**src/rtl/pc_fetch_stage_if.sv**
```systemverilog
// Instruction-memory fetch bus: req/addr from the fetch stage, ack/rdata from memory.
interface pc_fetch_stage_if;
  logic        imem_req;
  logic [31:0] imem_addr;
  logic        imem_ack;
  logic [31:0] imem_rdata;

  // Fetch stage side: issues requests, consumes returned words.
  modport master (
    output imem_req,
    output imem_addr,
    input  imem_ack,
    input  imem_rdata
  );

  // Memory side: answers requests.
  modport slave (
    input  imem_req,
    input  imem_addr,
    output imem_ack,
    output imem_rdata
  );
endinterface

```
**src/rtl/pc_fetch_stage.sv**
```systemverilog
// Program-counter register and instruction-fetch controller.
// Holds the current PC, fetches the instruction at that PC over a req/ack
// handshake, and exposes PC+4 and the jump target for the next-PC mux.
module pc_fetch_stage #(
  parameter logic [31:0] RESET_PC = 32'h0000_0000,
  parameter logic [7:0]  MAX_WAIT = 8'd15
) (
  input  logic               clk,
  input  logic               reset_n,
  input  logic [31:0]        choose_pc,
  input  logic               pc_write,
  pc_fetch_stage_if.master   mem,
  output logic [31:0]        pc,
  output logic [31:0]        pc_plus4,
  output logic [31:0]        j_concat,
  output logic [31:0]        instr,
  output logic               instr_valid,
  output logic               fetch_fault
);

  localparam int unsigned WAIT_W = 8;

  typedef enum logic [1:0] {
    IDLE  = 2'd0,
    FETCH = 2'd1,
    EXEC  = 2'd2,
    FAULT = 2'd3
  } state_t;

  state_t              state;
  logic                req_q;
  logic [WAIT_W-1:0]   wait_cnt;

  // Address and next-PC candidates derive directly from the PC register.
  assign mem.imem_req  = req_q;
  assign mem.imem_addr = pc;
  assign pc_plus4      = pc + 32'd4;
  assign j_concat      = {pc_plus4[31:28], instr[25:0], 2'b00};

  // Fetch FSM: boot, fetch with ack timeout, wait for pc_write, sticky fault.
  always_ff @(posedge clk or negedge reset_n) begin
    if (!reset_n) begin
      state       <= IDLE;
      pc          <= RESET_PC;
      req_q       <= 1'b0;
      instr       <= 32'h0000_0000;
      instr_valid <= 1'b0;
      fetch_fault <= 1'b0;
      wait_cnt    <= '0;
    end else begin
      case (state)
        IDLE: begin
          state    <= FETCH;
          req_q    <= 1'b1;
          wait_cnt <= '0;
        end

        FETCH: begin
          if (mem.imem_ack) begin
            instr       <= mem.imem_rdata;
            instr_valid <= 1'b1;
            req_q       <= 1'b0;
            state       <= EXEC;
          end else begin
            wait_cnt <= WAIT_W'(wait_cnt + WAIT_W'(1));
            if (wait_cnt == MAX_WAIT) begin
              fetch_fault <= 1'b1;
              req_q       <= 1'b0;
              state       <= FAULT;
            end
          end
        end

        EXEC: begin
          if (pc_write) begin
            instr_valid <= 1'b0;
            if (choose_pc[1:0] == 2'b00) begin
              pc       <= choose_pc;
              req_q    <= 1'b1;
              wait_cnt <= '0;
              state    <= FETCH;
            end else begin
              fetch_fault <= 1'b1;
              state       <= FAULT;
            end
          end
        end

        FAULT: begin
          req_q       <= 1'b0;
          instr_valid <= 1'b0;
        end

        default: begin
          req_q       <= 1'b0;
          instr_valid <= 1'b0;
          fetch_fault <= 1'b1;
          state       <= FAULT;
        end
      endcase
    end
  end

endmodule

```
**src/flat_wrapper.sv**
```systemverilog
// flat-port wrapper written by rule: the top's interface ports become plain ports
module pc_fetch_stage_flat 
#(
  parameter logic [31:0] RESET_PC = 32'h0000_0000,
  parameter logic [7:0]  MAX_WAIT = 8'd15
)
  (clk, reset_n, choose_pc, pc_write, pc, pc_plus4, j_concat, instr, instr_valid, fetch_fault, mem_imem_req, mem_imem_addr, mem_imem_ack, mem_imem_rdata);
  pc_fetch_stage_if mem_i ();
  input  logic clk;
  input  logic reset_n;
  input  logic [31:0] choose_pc;
  input  logic pc_write;
  output logic [31:0] pc;
  output logic [31:0] pc_plus4;
  output logic [31:0] j_concat;
  output logic [31:0] instr;
  output logic instr_valid;
  output logic fetch_fault;
  output wire logic [$bits(mem_i.imem_req)-1:0] mem_imem_req;
  output wire logic [$bits(mem_i.imem_addr)-1:0] mem_imem_addr;
  input wire logic [$bits(mem_i.imem_ack)-1:0] mem_imem_ack;
  input wire logic [$bits(mem_i.imem_rdata)-1:0] mem_imem_rdata;
  assign mem_imem_req = mem_i.imem_req;
  assign mem_imem_addr = mem_i.imem_addr;
  assign mem_i.imem_ack = mem_imem_ack;
  assign mem_i.imem_rdata = mem_imem_rdata;
  pc_fetch_stage #(.RESET_PC(RESET_PC), .MAX_WAIT(MAX_WAIT)) u_core (.clk(clk), .reset_n(reset_n), .choose_pc(choose_pc), .pc_write(pc_write), .mem(mem_i), .pc(pc), .pc_plus4(pc_plus4), .j_concat(j_concat), .instr(instr), .instr_valid(instr_valid), .fetch_fault(fetch_fault));
endmodule
```
**config.mk**
```make
export PLATFORM = sky130hd
export DESIGN_NAME = pc_fetch_stage_flat
export DESIGN_NICKNAME = d
export VERILOG_FILES = /design/src/rtl/pc_fetch_stage_if.sv /design/src/rtl/pc_fetch_stage.sv /design/src/flat_wrapper.sv
export SDC_FILE = /design/constraint.sdc
export NUM_CORES = 1
export LEC_CHECK = 0
export CAP_MARGIN = 20
export CELL_PAD_IN_SITES_DETAIL_PLACEMENT = 1
export CELL_PAD_IN_SITES_GLOBAL_PLACEMENT = 2
export CORE_MARGIN = 2
export CORE_UTILIZATION = 25
export CTS_CLUSTER_DIAMETER = 30
export CTS_CLUSTER_SIZE = 12
export DETAILED_ROUTE_END_ITERATION = 8
export PLACE_DENSITY_LB_ADDON = 0.1
export SYNTH_ARGS = -nofsm -noshare
export SYNTH_HDL_FRONTEND = slang
export SYNTH_SLANG_ARGS = --single-unit
```
**constraint.sdc**
```tcl
create_clock -name clk -period 4.6 [get_ports clk]
set_input_delay 1.15 -clock clk [delete_from_list [all_inputs] [get_ports clk]]
set_output_delay 1.15 -clock clk [all_outputs]
set_load 0.02 [all_outputs]
```
==> parameters.txt, run 1 <==
Parameter                              Value

Detailed routing
  Vias    roughly 3400
  Overall routed net length    approximately 13 mm
  Remaining routing DRC violations    0
  Number of nets still failing antenna checks after routing    0
  Avg Vias per Cell    4.43
  Number of iterations in the first detailed-routing pass    4
  Starting DRT DRC Count    86
  Per-cell routed wire length    17.2 um

Floorplanning
  Height of the die    134 um
  Starting utilization of the core area    25.5%
  Boundary Pins    approximately 230
  Count of standard-cell rows    47
  DIE AREA    18000 um2
  Floorplan core area    16600 um2
  Die extent in x    ~130 um

Global routing
  Antenna violations before repair    1
  Pin count of the biggest net entering global routing    57
  Grt ovf    0
  Via count of the first global-routing pass    between 3000 and 4000
  Total global-route track usage    roughly 15%
  First-pass GRT wire length    20.6 mm

Critical path
  Crit-path slowest cell    sky130_fd_sc_hd__clkdlybuf4s50_1
  Highest cell delay on the worst timing path    0.63 ns
  Setup crit end kind    primary output
  Data required, critical path    3.45 ns
  Critical Path Start Type    flop
  Data arrival time of the critical path    approximately 2.9 ns
  Sequence of cells on the critical path    ha_1, nand3_1, nor4_4, nand4_1, xnor2_1, clkdlybuf4s50_1
  Critical path peak fanout    8
  Type of the setup path with the least slack    flop to primary output
  Kind of cell adding the most delay to the critical path    simple AND/OR/NAND/NOR gates
  Worst path bufs/invs    1

Synthesis
  Cell type contributing the most total cell area after synthesis    sky130_fd_sc_hd__dfrtp_1
  Area of the mapped netlist    between 4000 and 5000 um2
  Number of flops mapped to enable cells by yosys    0
  Predominant post-synthesis flop cell    sky130_fd_sc_hd__dfrtp_1
  Mapped Avg Cell Area    approximately 11 um2
  Post-synth cell types    45
  Flip-flop and latch count after synthesis    77
  Area share of the leading cell type in the synthesized netlist    45.6%
  Gate Count Post-Synth    376
  Sequential fraction of the synthesis area    45.6%
  Number of warnings issued by yosys    0
  Ys async rst share    100%
  Most area-consuming cells after synthesis    sky130_fd_sc_hd__dfrtp_1, sky130_fd_sc_hd__mux2_2, sky130_fd_sc_hd__buf_4

STA
  Ratio of final minimum period to clock period    87.1%
  Setup-failing EPs final    0
  Setup skew after layout    0.00933 ns
  Measured slew at the worst slew-check pin    0.866 ns
  Max Transition Viols Final    0
  Unrepaired setup endpoints after global routing    false
  Highest clock frequency the design can meet    250 MHz
  Least setup slack across all paths after layout    0.594 ns
  Min cycle time layout    4.01 ns
  Max transition margin    a little over two fifths
  Hold Vio Cnt, Final    0
  Post-Route Setup TNS    0 ns

Placement
  Placement-stage worst setup slack    just over 0.9 ns
  Buffers added on ports    228
  Placed cell count    748
  Post-detail-place hpwl    10.1 mm
  Routability cong.    0.732

Outcome
  Status    complete, no violations

Clock network
  PostCTS Resize Cnt    0
  CTS tree    done
  Clock root cell    sky130_fd_sc_hd__clkbuf_16
  Latest clock arrival within the worst-skew pair    0.34 ns
  Cts-stage hold buffer count    0
  Number of setup buffers added after CTS    0
  Number of H-tree levels    3
  Number of buffers on the longest clock path    2
  Clock-pin slew on the worst setup and hold paths    0.06 ns
  CTS buffer count    9
  Number of clock sinks seen by CTS    77

Pwr
  Power per cell area    745 nW/um2
  Leakage dissipation    0.00266 uW
  IR Drop Worst-Case VDD    around 0.30 mV

Final layout
  Number of non-filler instances in the completed layout    764
  Area Growth Syn to Fin    55.2%
  Fraction of layout cells with a size suffix above 1    14.9%
  Total inserted antenna cells    0
  Number of nets at the end of the flow    613

Worst hold path
  Class of the most critical hold timing path    flop to flop

Flow run
  Maximum Capacitance Violations    0
## cell usage in the layout (no fill, tap or decap), drive strengths merged, types with 2 or more instances in the layout
| master | instances |
|---|---|
| o221ai | 3 |
| buf | 2 |
| o21ai | 6 |
| o31ai | 3 |
| ha | 6 |
| xor2 | 10 |
| inv | 6 |
| dfrtp | 77 |
| nand3 | 18 |
| bufinv | 2 |
| and4 | 6 |
| clkinv | 4 |
| mux2 | 61 |
| and3 | 6 |
| nor4 | 3 |
| and2 | 5 |
| clkbuf | 10 |
| a22oi | 2 |
| nand2 | 22 |
| nor2b | 5 |
| conb | 2 |
| xnor2 | 18 |
| clkdlybuf4s50 | 227 |
| nand3b | 3 |
| nor3 | 5 |
| nand4 | 5 |
| nor2 | 8 |
| nand2b | 2 |
## Yosys cell counts, types with 2 or more instances
cell type / number
sky130_fd_sc_hd__nor2_1: 8
sky130_fd_sc_hd__buf_4: 66
sky130_fd_sc_hd__and4_1: 6
sky130_fd_sc_hd__clkbuf_1: 4
sky130_fd_sc_hd__o21ai_0: 6
sky130_fd_sc_hd__and2_1: 4
sky130_fd_sc_hd__a22oi_1: 2
sky130_fd_sc_hd__dfrtp_1: 77
sky130_fd_sc_hd__and3_1: 6
sky130_fd_sc_hd__o221ai_1: 3
sky130_fd_sc_hd__buf_2: 8
sky130_fd_sc_hd__o31ai_1: 3
sky130_fd_sc_hd__xor2_1: 10
sky130_fd_sc_hd__xnor2_1: 18
sky130_fd_sc_hd__mux2_2: 61
sky130_fd_sc_hd__nor2b_1: 5
sky130_fd_sc_hd__ha_1: 6
sky130_fd_sc_hd__nand3_1: 18
sky130_fd_sc_hd__nand4_1: 5
sky130_fd_sc_hd__nor4_1: 2
sky130_fd_sc_hd__nand2b_1: 2
sky130_fd_sc_hd__nor3_1: 5
sky130_fd_sc_hd__inv_1: 6
sky130_fd_sc_hd__nand2_1: 22
sky130_fd_sc_hd__nand3b_1: 3
## worst register-to-register path: cells and delay by family, from the launching register on
family	cells	cell delay, ns
buf+inv	1	0.11
flops	1	0.40
mux	1	0.44
simple gates	1	0.85
fa+ha+maj	1	0.55
## sequential cells by signal, summed over array words and instances (netlist names)
register / flops
u_core.fetch_fault: 1
u_core.wait_cnt: 8
u_core.mem.imem_req: 1
u_core.instr: 32
u_core.mem.imem_addr: 32
u_core.instr_valid: 1
u_core.state: 2
## per-layer routing
layer	track usage, %	share of wire, %
met1	17.9	41
met2	25.7	51
met3	4.23	6.4
met4	4.68	1.6
met5	0	0.099
## power breakdown
group	internal [uW]	switching [uW]
clock network	476	297
registers	959	345
logic	1440	1380
total	2870	2020
## metrics by stage
step | utilization, % | instance area [um2] | total power, uW | hold slack [ns]
2_1_floorplan | - | 4230 | 2950 | 0.488
3_3_place_gp | 37.7 | 6250 | 4130 | 0.456
3_5_place_dp | 37.7 | 6250 | 4170 | 0.458
4_1_cts | 39.6 | 6560 | 4970 | 0.477
5_1_grt | 39.6 | 6560 | 5160 | 0.517
6_report | 39.6 | 6560 | 4890 | 0.470
## logic make-up after synthesis
family	share of synthesized area, %
compound gates	3.91
xor+xnor	5.80
fa+ha+maj	1.78
buf+inv	13.6
flops	45.6
mux	16.5
other cells	0.0887
simple gates	12.8
## layout make-up
class / instances / area (um2)
clock buffer: 10 / 229
clock inverter: 6 / 87.6
fill: 1794 / 10000
inverter: 6 / 22.5
multi-input combinational: 216 / 1730
sequential: 77 / 1930
tap: 220 / 275
timing repair buffer: 229 / 2290
## final timing paths
kind	from	end	slack, ns	cells past startpoint
hold / removal	u_core.fetch_fault	u_core.fetch_fault	0.47	1
hold reg to reg	u_core.fetch_fault	u_core.fetch_fault	0.47	1
setup / recovery	u_core.mem.imem_addr[2]	pc_plus4[28]	0.59	6
max in group asynchronous	reset_n	u_core.mem.imem_addr[8]	2.87	2
min in group asynchronous	reset_n	u_core.instr[8]	0.87	1
setup reg to reg	u_core.state[1]	u_core.instr[3]	2.14	4
(Power assumes the default switching activity.)
==> run 2: changes to the inputs <==
--- a/config.mk
+++ b/config.mk
@@ -10,6 +10,7 @@
 export CELL_PAD_IN_SITES_GLOBAL_PLACEMENT = 2
 export CORE_MARGIN = 2
 export CORE_UTILIZATION = 25
+export CTS_BUF_LIST = sky130_fd_sc_hd__clkbuf_2
 export CTS_CLUSTER_DIAMETER = 30
 export CTS_CLUSTER_SIZE = 12
 export DETAILED_ROUTE_END_ITERATION = 8
==> run 2 against run 1 <==
Non-clock buffer count stayed put. Wire length is 0.11% lower. Die area stayed put. Sequential share of layout area is 0.81 points higher. Maximum frequency is 4.8% lower. Combinational power hardly changed. Largest power group unchanged.
==> parameters.txt, run 2 (synthesis gave the netlist of run 1 again) <==
Parameter                              Value

Final layout
  Filler cells    1822
  Fraction of layout cells with a size suffix above 1    between 10% and 20%
  Most frequent standard cell in the layout excluding fill and tap cells    sky130_fd_sc_hd__clkdlybuf4s50_1
  Number of nets at the end of the flow    between 600 and 700
  Non-Filler Cell Area, Final    around 6400 um2
  Most frequent cells in the layout    sky130_fd_sc_hd__clkdlybuf4s50_1, sky130_fd_sc_hd__dfrtp_1, sky130_fd_sc_hd__mux2_2, sky130_fd_sc_hd__nand2_1
  Area Growth Syn to Fin    51.1%

Critical path
  Data required, critical path    3.45 ns
  Highest cell delay on the worst timing path    0.63 ns
  Critical Path Start Type    flop
  Data arrival time of the critical path    a little over 3 ns
  Slack of the worst reg-to-reg path    2.12 ns
  Cell depth of the worst flop-to-flop path    4
  Sequence of cells on the critical path    ha_1, nand3_1, nor4_4, nand4_1, xnor2_1, clkdlybuf4s50_1
  Kind of cell adding the most delay to the critical path    simple AND/OR/NAND/NOR gates
  Crit-path slowest cell    sky130_fd_sc_hd__clkdlybuf4s50_1
  Reg2reg end    u_core.instr[6]
  Setup crit end kind    primary output
  Worst path bufs/invs    1
  Critical path peak fanout    8
  Crit Reg-Reg Startpoint    u_core.state[1]
  Type of the setup path with the least slack    flop to primary output

Detailed routing
  Number of iterations in the first detailed-routing pass    6
  Overall routed net length    13.1 mm
  Per-cell routed wire length    between 15 and 20 um
  Starting DRT DRC Count    86
  Remaining routing DRC violations    0
  Vias    3369
  Avg Vias per Cell    4.40
  Number of nets still failing antenna checks after routing    0

STA
  Least setup slack across all paths after layout    0.393 ns
  Min cycle time layout    roughly 4.2 ns
  Measured slew at the worst slew-check pin    just under 0.9 ns
  Unrepaired setup endpoints after global routing    false
  Setup skew after layout    a little over 0.05 ns
  Max transition margin    41.8%
  Hold Vio Cnt, Final    0
  Ratio of final minimum period to clock period    91.5%
  Max Transition Viols Final    0
  Setup-failing EPs final    0
  Post-Route Setup TNS    0 ns
  Highest clock frequency the design can meet    ~240 MHz

Global routing
  Antenna violations before repair    2
  Via count of the first global-routing pass    3509
  First-pass GRT wire length    20.5 mm
  Pin count of the biggest net entering global routing    57
  Grt ovf    0
  Total global-route track usage    14.9%

Clock network
  Number of clock sinks seen by CTS    77
  Clock-pin slew on the worst setup and hold paths    0.25 ns
  Number of H-tree levels    3
  Number of buffers on the longest clock path    2
  Cts-stage hold buffer count    0
  CTS tree    done
  CTS buffer count    9
  Latest clock arrival within the worst-skew pair    0.59 ns
  Clock root cell    sky130_fd_sc_hd__clkbuf_2

Pwr
  Leakage dissipation    0.00259 uW
  Power per cell area    714 nW/um2
  IR Drop Worst-Case VDD    0.301 mV

Floorplanning
  Boundary Pins    between 200 and 250
  Count of standard-cell rows    47
  DIE AREA    18000 um2
  Floorplan core area    16600 um2
  Die extent in x    134 um
  Height of the die    approximately 130 um
  Starting utilization of the core area    roughly 25%

Outcome
  Status    complete, no violations

Placement
  Routability cong.    roughly 0.73
  Post-detail-place hpwl    10.1 mm
  Post-Place Cell Area    6250 um2
  Placement-stage worst setup slack    0.908 ns
  Buffers added on ports    228

Worst hold path
  Worst min-delay path endpoint    u_core.fetch_fault
  Number of cells on the worst hold path    1
  Class of the most critical hold timing path    flop to flop
  Launch instance of the worst min-delay path    u_core.fetch_fault

Flow run
  Maximum Capacitance Violations    0
-- run 2: changes by cell type in the layout (fill, tap and decap cells not counted), sizes merged --
cell / delta
diode: +1
-- run 2: worst reg2reg max path, delay by kind of cell (launching register included) --
kind / cells / cell delay (ns)
fa+ha+maj: 1 / 0.56
flops: 1 / 0.45
buf+inv: 1 / 0.12
mux: 1 / 0.42
simple gates: 1 / 0.85
-- run 2: what timing repair did --
item,in CTS,in global routing
setup endpoints to repair,0,2
hold endpoints to repair,0,0
buffers inserted,0,0
resized for setup,0,0
-- run 2: where the power goes --
part	internal, uW	leakage [uW]	switching [uW]
clock network	182	0.0000859	269
logic	1440	0.00155	1380
registers	953	0.000954	344
total	2570	0.00259	1990
-- run 2: per-layer routing --
metal  wire (um)  vias to the layer above  GRT usage (%)
met3         790                       18           3.55
li1            -                     1579              -
met5          13                        -              0
met1        5360                     1657           17.9
met2        6710                      113           25.6
met4         252                        2           6.02
-- run 2: through the flow --
stage | util (%) | hold slack (ns) | total power [uW] | instances
detailed placement | 37.7 | 0.458 | 4170 | 748
floorplan | - | 0.488 | 2950 | 377
global route | 38.5 | 0.551 | 4820 | 765
CTS | 38.5 | 0.512 | 4640 | 764
global placement | 37.7 | 0.456 | 4130 | 748
finish | 38.5 | 0.500 | 4560 | 765
-- run 2: cell type report --
type | count | area [um2] | share of cell area (%)
diodes | 1 | 2.50 | 0.0392
clock buffers | 10 | 50.0 | 0.784
clock inverters | 6 | 87.6 | 1.37
inverters | 6 | 22.5 | 0.353
multi-input cells | 216 | 1730 | 27.2
flip-flops and latches | 77 | 1930 | 30.2
well taps | 220 | 275 | 4.31
repair buffers | 229 | 2290 | 35.8
-- run 2: worst max-delay path by stage --
stage | end | slack (ns) | startpoint | cells after the start
CTS | pc_plus4[28] | 0.17 | u_core.mem.imem_addr[2] | 6
finish | pc_plus4[28] | 0.39 | u_core.mem.imem_addr[2] | 6
detailed placement | pc_plus4[28] | 0.91 | u_core.mem.imem_addr[2] | 6
global route | pc_plus4[28] | 0.08 | u_core.mem.imem_addr[2] | 6
global placement | pc_plus4[28] | 1.02 | u_core.mem.imem_addr[2] | 6
floorplan | pc_plus4[28] | 1.26 | u_core.mem.imem_addr[3] | 6
